**src/rtl/neureka_tcdm_split_collect_pkg.sv**
```systemverilog
// Shared definitions for the NEUREKA wide-to-TCDM splitter/collector.
package neureka_package;

  localparam int unsigned NEUREKA_TCDM_PORT_W = 32;

  typedef enum logic {
    IDLE,
    ISSUE
  } tcdm_split_state_e;

endpackage

```
**src/rtl/neureka_tcdm_split_collect_port_slice.sv**
```systemverilog
// Per-port issue/collect state: outstanding grant, outstanding read response,
// captured read data and detection of responses that match no pending read.
module neureka_tcdm_port_slice
  import neureka_package::*;
(
  input  logic                           clk_i,
  input  logic                           rst_ni,
  input  logic                           idle_i,
  input  logic                           w_req_i,
  input  logic                           rd_i,
  input  logic                           gnt_i,
  input  logic                           r_valid_i,
  input  logic [NEUREKA_TCDM_PORT_W-1:0] r_data_i,
  output logic                           req_o,
  output logic                           pend_o,
  output logic                           rpend_o,
  output logic                           err_o,
  output logic [NEUREKA_TCDM_PORT_W-1:0] rbuf_o
);

  logic                           pend_q, pend_d;
  logic                           rpend_q, rpend_d;
  logic [NEUREKA_TCDM_PORT_W-1:0] rbuf_q, rbuf_d;

  always_comb begin
    req_o   = rst_ni & (idle_i ? w_req_i : pend_q);
    pend_d  = idle_i ? (w_req_i & ~gnt_i) : (pend_q & ~gnt_i);
    // The response of an older grant clears while a new grant may set it again.
    rpend_d = (rpend_q & ~r_valid_i) | (req_o & gnt_i & rd_i);
    rbuf_d  = (r_valid_i & rpend_q) ? r_data_i : rbuf_q;
    err_o   = r_valid_i & ~rpend_q;
  end

  always_ff @(posedge clk_i) begin
    if (!rst_ni) begin
      pend_q  <= 1'b0;
      rpend_q <= 1'b0;
      rbuf_q  <= '0;
    end else begin
      pend_q  <= pend_d;
      rpend_q <= rpend_d;
      rbuf_q  <= rbuf_d;
    end
  end

  assign pend_o  = pend_q;
  assign rpend_o = rpend_q;
  assign rbuf_o  = rbuf_q;

endmodule

```
**src/rtl/neureka_tcdm_split_collect.sv**
```systemverilog
// Splits a wide TCDM request into MP independently granted 32-bit ports and
// re-assembles per-port read responses into one wide response.
module neureka_tcdm_split_collect
  import neureka_package::*;
#(
  parameter int unsigned MP = 9,
  parameter int unsigned BW = MP * NEUREKA_TCDM_PORT_W
) (
  input  logic              clk_i,
  input  logic              rst_ni,
  input  logic              w_req,
  output logic              w_gnt,
  input  logic [31:0]       w_add,
  input  logic              w_wen,
  input  logic [BW/8-1:0]   w_be,
  input  logic [BW-1:0]     w_data,
  output logic [BW-1:0]     w_r_data,
  output logic              w_r_valid,
  output logic [MP-1:0]     tcdm_req,
  input  logic [MP-1:0]     tcdm_gnt,
  output logic [MP*32-1:0]  tcdm_add,
  output logic [MP-1:0]     tcdm_wen,
  output logic [MP*4-1:0]   tcdm_be,
  output logic [MP*32-1:0]  tcdm_data,
  input  logic [MP*32-1:0]  tcdm_r_data,
  input  logic [MP-1:0]     tcdm_r_valid,
  output logic              busy_o,
  output logic              err_o
);

  localparam int unsigned PW = NEUREKA_TCDM_PORT_W;

  tcdm_split_state_e state_q, state_d;
  logic [31:0]       add_q;
  logic              wen_q;
  logic [BW/8-1:0]   be_q;
  logic [BW-1:0]     data_q;
  logic              err_q;

  logic              idle;
  logic              eff_wen;
  logic [MP-1:0]     pend, rpend, err_vec;
  logic [MP-1:0][PW-1:0] rbuf;

  assign idle    = (state_q == IDLE);
  assign eff_wen = idle ? w_wen : wen_q;

  for (genvar g = 0; g < MP; g++) begin : g_port
    neureka_tcdm_port_slice u_slice (
      .clk_i     (clk_i),
      .rst_ni    (rst_ni),
      .idle_i    (idle),
      .w_req_i   (w_req),
      .rd_i      (eff_wen),
      .gnt_i     (tcdm_gnt[g]),
      .r_valid_i (tcdm_r_valid[g]),
      .r_data_i  (tcdm_r_data[g*PW +: PW]),
      .req_o     (tcdm_req[g]),
      .pend_o    (pend[g]),
      .rpend_o   (rpend[g]),
      .err_o     (err_vec[g]),
      .rbuf_o    (rbuf[g])
    );
  end

  always_comb begin
    tcdm_add  = '0;
    tcdm_wen  = '0;
    tcdm_be   = '0;
    tcdm_data = '0;
    w_gnt     = 1'b0;
    w_r_valid = 1'b0;
    w_r_data  = '0;
    state_d   = state_q;
    if (rst_ni) begin
      for (int unsigned i = 0; i < MP; i++) begin
        tcdm_add[i*PW +: PW] = (idle ? w_add : add_q) + 32'(i * 4);
      end
      tcdm_wen  = {MP{eff_wen}};
      tcdm_be   = idle ? w_be : be_q;
      tcdm_data = idle ? w_data : data_q;
      w_gnt     = idle ? (w_req & (&tcdm_gnt)) : (&(~pend | tcdm_gnt));
      // Only complete once issuing has finished, so earlier-granted ports
      // responding alone never fire the wide response.
      w_r_valid = idle & (|rpend) & ~(|(rpend & ~tcdm_r_valid));
      if (w_r_valid) begin
        for (int unsigned i = 0; i < MP; i++) begin
          w_r_data[i*PW +: PW] = (rpend[i] & tcdm_r_valid[i]) ? tcdm_r_data[i*PW +: PW] : rbuf[i];
        end
      end
      if (idle && w_req && !(&tcdm_gnt)) state_d = ISSUE;
      else if (!idle && w_gnt)           state_d = IDLE;
    end
  end

  always_ff @(posedge clk_i) begin
    if (!rst_ni) begin
      state_q <= IDLE;
      add_q   <= '0;
      wen_q   <= 1'b0;
      be_q    <= '0;
      data_q  <= '0;
      err_q   <= 1'b0;
    end else begin
      state_q <= state_d;
      if (idle && w_req) begin
        add_q  <= w_add;
        wen_q  <= w_wen;
        be_q   <= w_be;
        data_q <= w_data;
      end
      err_q <= err_q | (|err_vec);
    end
  end

  assign busy_o = ~idle | (|rpend);
  assign err_o  = err_q;

endmodule

```
**config.mk**
```make
export PLATFORM = sky130hd
export DESIGN_NAME = neureka_tcdm_split_collect
export DESIGN_NICKNAME = d
export VERILOG_FILES = /design/src/rtl/neureka_tcdm_split_collect_pkg.sv /design/src/rtl/neureka_tcdm_split_collect_port_slice.sv /design/src/rtl/neureka_tcdm_split_collect.sv
export SDC_FILE = /design/constraint.sdc
export NUM_CORES = 2
export LEC_CHECK = 0
export ABC_CLOCK_PERIOD_IN_PS = 7000
export CAP_MARGIN = 30
export CORE_AREA = 2 2 612 614
export DETAILED_ROUTE_END_ITERATION = 6
export DIE_AREA = 0 0 614 616
export GPL_ROUTABILITY_DRIVEN = 0
export SLEW_MARGIN = 20
export SYNTH_ARGS = -nofsm -noshare
export SYNTH_HDL_FRONTEND = slang
export SYNTH_HIERARCHICAL = 1
export SYNTH_SLANG_ARGS = --single-unit
```
**constraint.sdc**
```tcl
create_clock -name clk_i -period 7 [get_ports clk_i]
set_clock_uncertainty 0.15 [all_clocks]
set_input_delay 1.4 -clock clk_i [delete_from_list [all_inputs] [get_ports clk_i]]
set_output_delay 1.4 -clock clk_i [all_outputs]
set_load 0.1 [all_outputs]
```
## Word-level counts from Yosys, hierarchy flattened

Index checks and enable logic that the tools add are counted.

| word-level totals | value |
|---|---|
| register bits after elaboration | 665 |
| input bits | 666 |
| output and inout port bits | 922 |
| logic and storage cells | 212 |

| operators by class | value |
|---|---|
| add/sub/neg operators | 8 |
| multiplexer cells | 42 |
| bitwise logic cells | 119 |
| reductions and logical operators | 10 |

Operator list:

| operator | number |
|---|---|
| 2-to-1 mux 288 bit | 5 |
| 2-to-1 mux 32 bit | 10 |
| adder 32 x 5 -> 32 bit, second input constant | 4 |
| AND 1 bit | 75 |
| 2-to-1 mux 36 bit | 2 |
| adder 32 x 4 -> 32 bit, second input constant | 2 |
| adder 32 x 3 -> 32 bit, second input constant | 1 |
| adder 32 x 6 -> 32 bit, second input constant | 1 |
| NOT 1 bit | 29 |
| OR reduction 9 bit | 3 |
| 2-to-1 mux 1 bit | 24 |
| NOT 9 bit | 2 |
| AND reduction 9 bit | 2 |
| OR 1 bit | 11 |
| AND 9 bit | 1 |
| 2-to-1 mux 9 bit | 1 |
| OR 9 bit | 1 |
| logical AND 1 bit | 3 |
| nonzero test 2 bit | 1 |
| logical NOT 1 bit | 1 |

## Logic depth before layout (Yosys ltp)

| logic depth | value |
|---|---|
| depth after elaboration | 7 |
| mapped depth | 15 |
| mapped depth without buffers | 9 |

## Cells and area by module

Netlist, hierarchy kept.

Modules (own cells, without submodules):

| module | instances | cells each | area each (sq um) |
|---|---|---|---|
| neureka_tcdm_split_collect | 1 | 4,181 | 26,845.7 |
| neureka_tcdm_port_slice | 9 | 155 | 1,540.2 |

## Least setup slack after synthesis

No wires, ideal clock.

| timing path | value |
|---|---|
| path type | input to output |
| from | input port w_add[5] |
| to | output port tcdm_add[287] |
| arrival time | 5,489 ps |
| data required time | 5,450 ps |
| path slack | -39 ps |
| stages | 10 |
| cell sequence | mux2i_1 -> inv_1 -> buf_2 -> ha_1 -> clkbuf_1 -> nand4_1 -> a22oi_2 -> nand4_4 -> buf_2 -> o31ai_1 |

| between the ends | value |
|---|---|
| word-level cells in the longest chain between the ends | 3 |

RTL lines:

| item | line | RTL |
|---|---|---|
| start, declared | neureka_tcdm_split_collect.sv:13 | `input logic [31:0] w_add,` |
| 2-to-1 mux 32 bit | neureka_tcdm_split_collect.sv:77 | `tcdm_add[i*PW +: PW] = (idle ? w_add : add_q) + 32'(i * 4);` |
| adder 32 x 6 -> 32 bit | neureka_tcdm_split_collect.sv:77 |  |
| 2-to-1 mux 288 bit | neureka_tcdm_split_collect.sv:75 | `if (rst_ni) begin` |
| end, declared | neureka_tcdm_split_collect.sv:21 | `output logic [MP*32-1:0] tcdm_add,` |

Every way passes these cells.

## Final worst setup path

| timing path | value |
|---|---|
| from | input port w_add[6] |
| to | output port tcdm_add[59] |

| between the ends | value |
|---|---|
| word-level cells in the longest chain between the ends | 3 |

RTL lines:

| item | line |
|---|---|
| 2-to-1 mux 32 bit | neureka_tcdm_split_collect.sv:77 |
| adder 32 x 3 -> 32 bit | neureka_tcdm_split_collect.sv:77 |
| 2-to-1 mux 288 bit | neureka_tcdm_split_collect.sv:75 |

Every way passes these cells.

==> impl_metrics.ini <==
[sta]
fin_crit_ns = 6.82
worst_pin_slew_ns = 1.08
fin_crit_sh = 0.975
finalSetupTns_ns = 0
timing.fmax_ghz = 0.147
drv_slew = 0
rsz0062_at_grt = false
finalSetupViolations = 0
whs_ns = 0.301
slew_headroom = 0.277
hold_viol_final = 0

[routing]
wl_um = 356000
drc = 0
vias_per_cell = 3.96
first_iter_violations = 4925
drtPass1Iterations = 6
ant_nets = 0
vias = 47600
wire_per_inst_um = 29.5

[power]
ir_worst_vdd_mv = 0.163
powerDensity_mw_per_mm2 = 213
leakagePower_nw = 25.5

[grt]
antenna_found_initial = 258
grt_util_all_layers = 0.179
grt_max_degree = 170
grt_pass1_vias = 42400
gr-total-overflow = 0
grt_pass1_wl_um = 449000

[synthesis]
synthesis.area_mm2 = 0.0407
synth-main-ff-cell = dfxtp_1
yosys.area.top_type = dfxtp_1
ys_ff_latch = 665
synth_edf_count = 0
yosysUniqueCellTypes = 62
seq_area_frac_synth = 0.327
synth_area_leaders = dfxtp_1 33%, nand2_1 13%, mux2i_1 10%
async_reset_ff_frac = 0
yosys_warnings = 6
synth_nets = 6253
yosysTopAreaCellShare = 0.327
syn_inst = 5576
syn_avg_cell_area_um2 = 7.30

[flow_run]
max-cap-violations = 0

[cells_and_area]
final_net_count = 7572
nFillCells = 41600
drive_above_1_share = 0.184
fin_cells = 12000
syn2layout_area_growth_pct = 68.3
layout_commonest_cell = nand2_1
final_cell_mix = 1382 x nand2_1, 711 x clkdlybuf4s50_1, 661 x a21oi_1, 657 x dfxtp_1, 579 x buf_4

[placed_design]
numPortBuffers = 1587
place_inst = 11800
hpwl_um = 300000

[clock_tree]
worstSkewPairLatency_ns = 0.87
cts_hold_buf = 0
cts-root-buf = clkbuf_16
clkSlewWorstSetupHoldPaths_ns = 0.05
clk_path_buf_depth = 4
cts.sinks = 665
cts_tree = built
htree_levels = 3
numCtsBuffers = 96
cts_resized = 0
post_cts_buffers = 0

[floorplan]
row_count = 224
core_mm2 = 0.371
die_h_um = 616
initial_core_util = 0.110
die_area_mm2 = 0.378
io_pins = 1588
fp.dieW_um = 614

[outcome]
status = complete, no violations

[critical_path]
start_kind = primary input
cp.required_ns = 5.45
worstSetupPathType = primary input to output pin
critPathMaxFanout = 18
endpoint_kind = output pin
crit_arrival_ns = 5.27

[worst_hold_path]
min_path_type = flip-flop to flip-flop
## state kept, by name, summed over array words and instances (netlist names)
name and flops:
add_q 32, be_q 36, data_q 288, err_o 1, g_port.u_slice/pend_o 9, g_port.u_slice/rbuf_o 288
g_port.u_slice/rpend_o 9, state_q 1, wen_q 1
## per-layer routing
layer	vias up	part of all wire	global-route usage
met5	-	0.0028	0
met3	673	0.13	0.0893
li1	21500	-	-
met1	22900	0.37	0.205
met4	152	0.051	0.0787
met2	2359	0.44	0.279
## kinds of logic after synthesis
family          share of synthesized area
compound gates                      0.209
flops                               0.327
simple gates                        0.256
mux                                 0.110
fa+ha+maj                         0.00338
xor+xnor                           0.0200
buf+inv                            0.0751
## synthesized netlist by cell type, drive strengths merged, types with 2 or more instances
library cell	number
nand2	1389
dfxtp	665
a21oi	663
nor2	484
mux2i	435
clkbuf	310
a21boi	290
and3	289
o21a	289
buf	238
xnor2	84
nand3	72
o21ai	49
nor3	42
inv	35
o31ai	31
nand4	30
nor2b	27
nand3b	24
and2	17
nand2b	14
nor3b	14
a22oi	11
ha	11
xor2	9
nor4	8
a21o	7
mux2	7
a211oi	6
o22ai	4
or2	4
nand4b	3
a221oi	2
clkinv	2
o2111ai	2
or4	2
## final timing paths
| kind | cells past startpoint | slack [ns] | end | startpoint |
|---|---|---|---|---|
| hold reg to reg | 2 | 0.30 | data_q[243] | data_q[243] |
| setup reg to reg | 8 | 2.00 | data_q[261] | state_q |
| setup / recovery | 11 | 0.18 | tcdm_add[59] | w_add[6] |
| hold / removal | 2 | 0.30 | data_q[243] | data_q[243] |
## per-stage QoR
step                utilization  worst slack, ns  power [mW]  instance area [um^2]
floorplan                     -           0.0664        7.41                 40700
global placement          0.174            0.134        9.49                 64500
detailed placement        0.175           0.0895        9.56                 65000
CTS                       0.184           0.0873        14.8                 68200
global route              0.184           0.0457        15.1                 68300
finish                    0.184            0.178        14.6                 68500
## critical path, cell delays in order
cell	delay (ns)
clkdlybuf4s50_1	0.68
nand2b_1	0.15
and2_1	0.21
inv_2	0.30
ha_1	0.31
nand4b_1	0.29
a22oi_2	0.42
nand4_4	0.44
nor3_1	0.48
mux2i_1	0.33
buf_12	0.21
## report_power, final
part	switching [mW]	internal (mW)	leakage, nW	total (mW)
Sequential	0.102	3.95	5.42	4.05
Combinational	3.89	1.49	18.5	5.38
Clock	2.13	3.02	1.56	5.15
## final cells by class
cell class | instances | area, um^2 | share of cell area
clock buffers | 127 | 2680 | 0.0391
well taps | 4972 | 6220 | 0.0908
clock inverters | 40 | 512 | 0.00747
inverters | 37 | 146 | 0.00214
repair buffers | 1769 | 20900 | 0.306
diodes | 95 | 238 | 0.00347
multi-input cells | 4326 | 24400 | 0.357
flip-flops and latches | 665 | 13300 | 0.195
(Power assumes the default switching activity.)
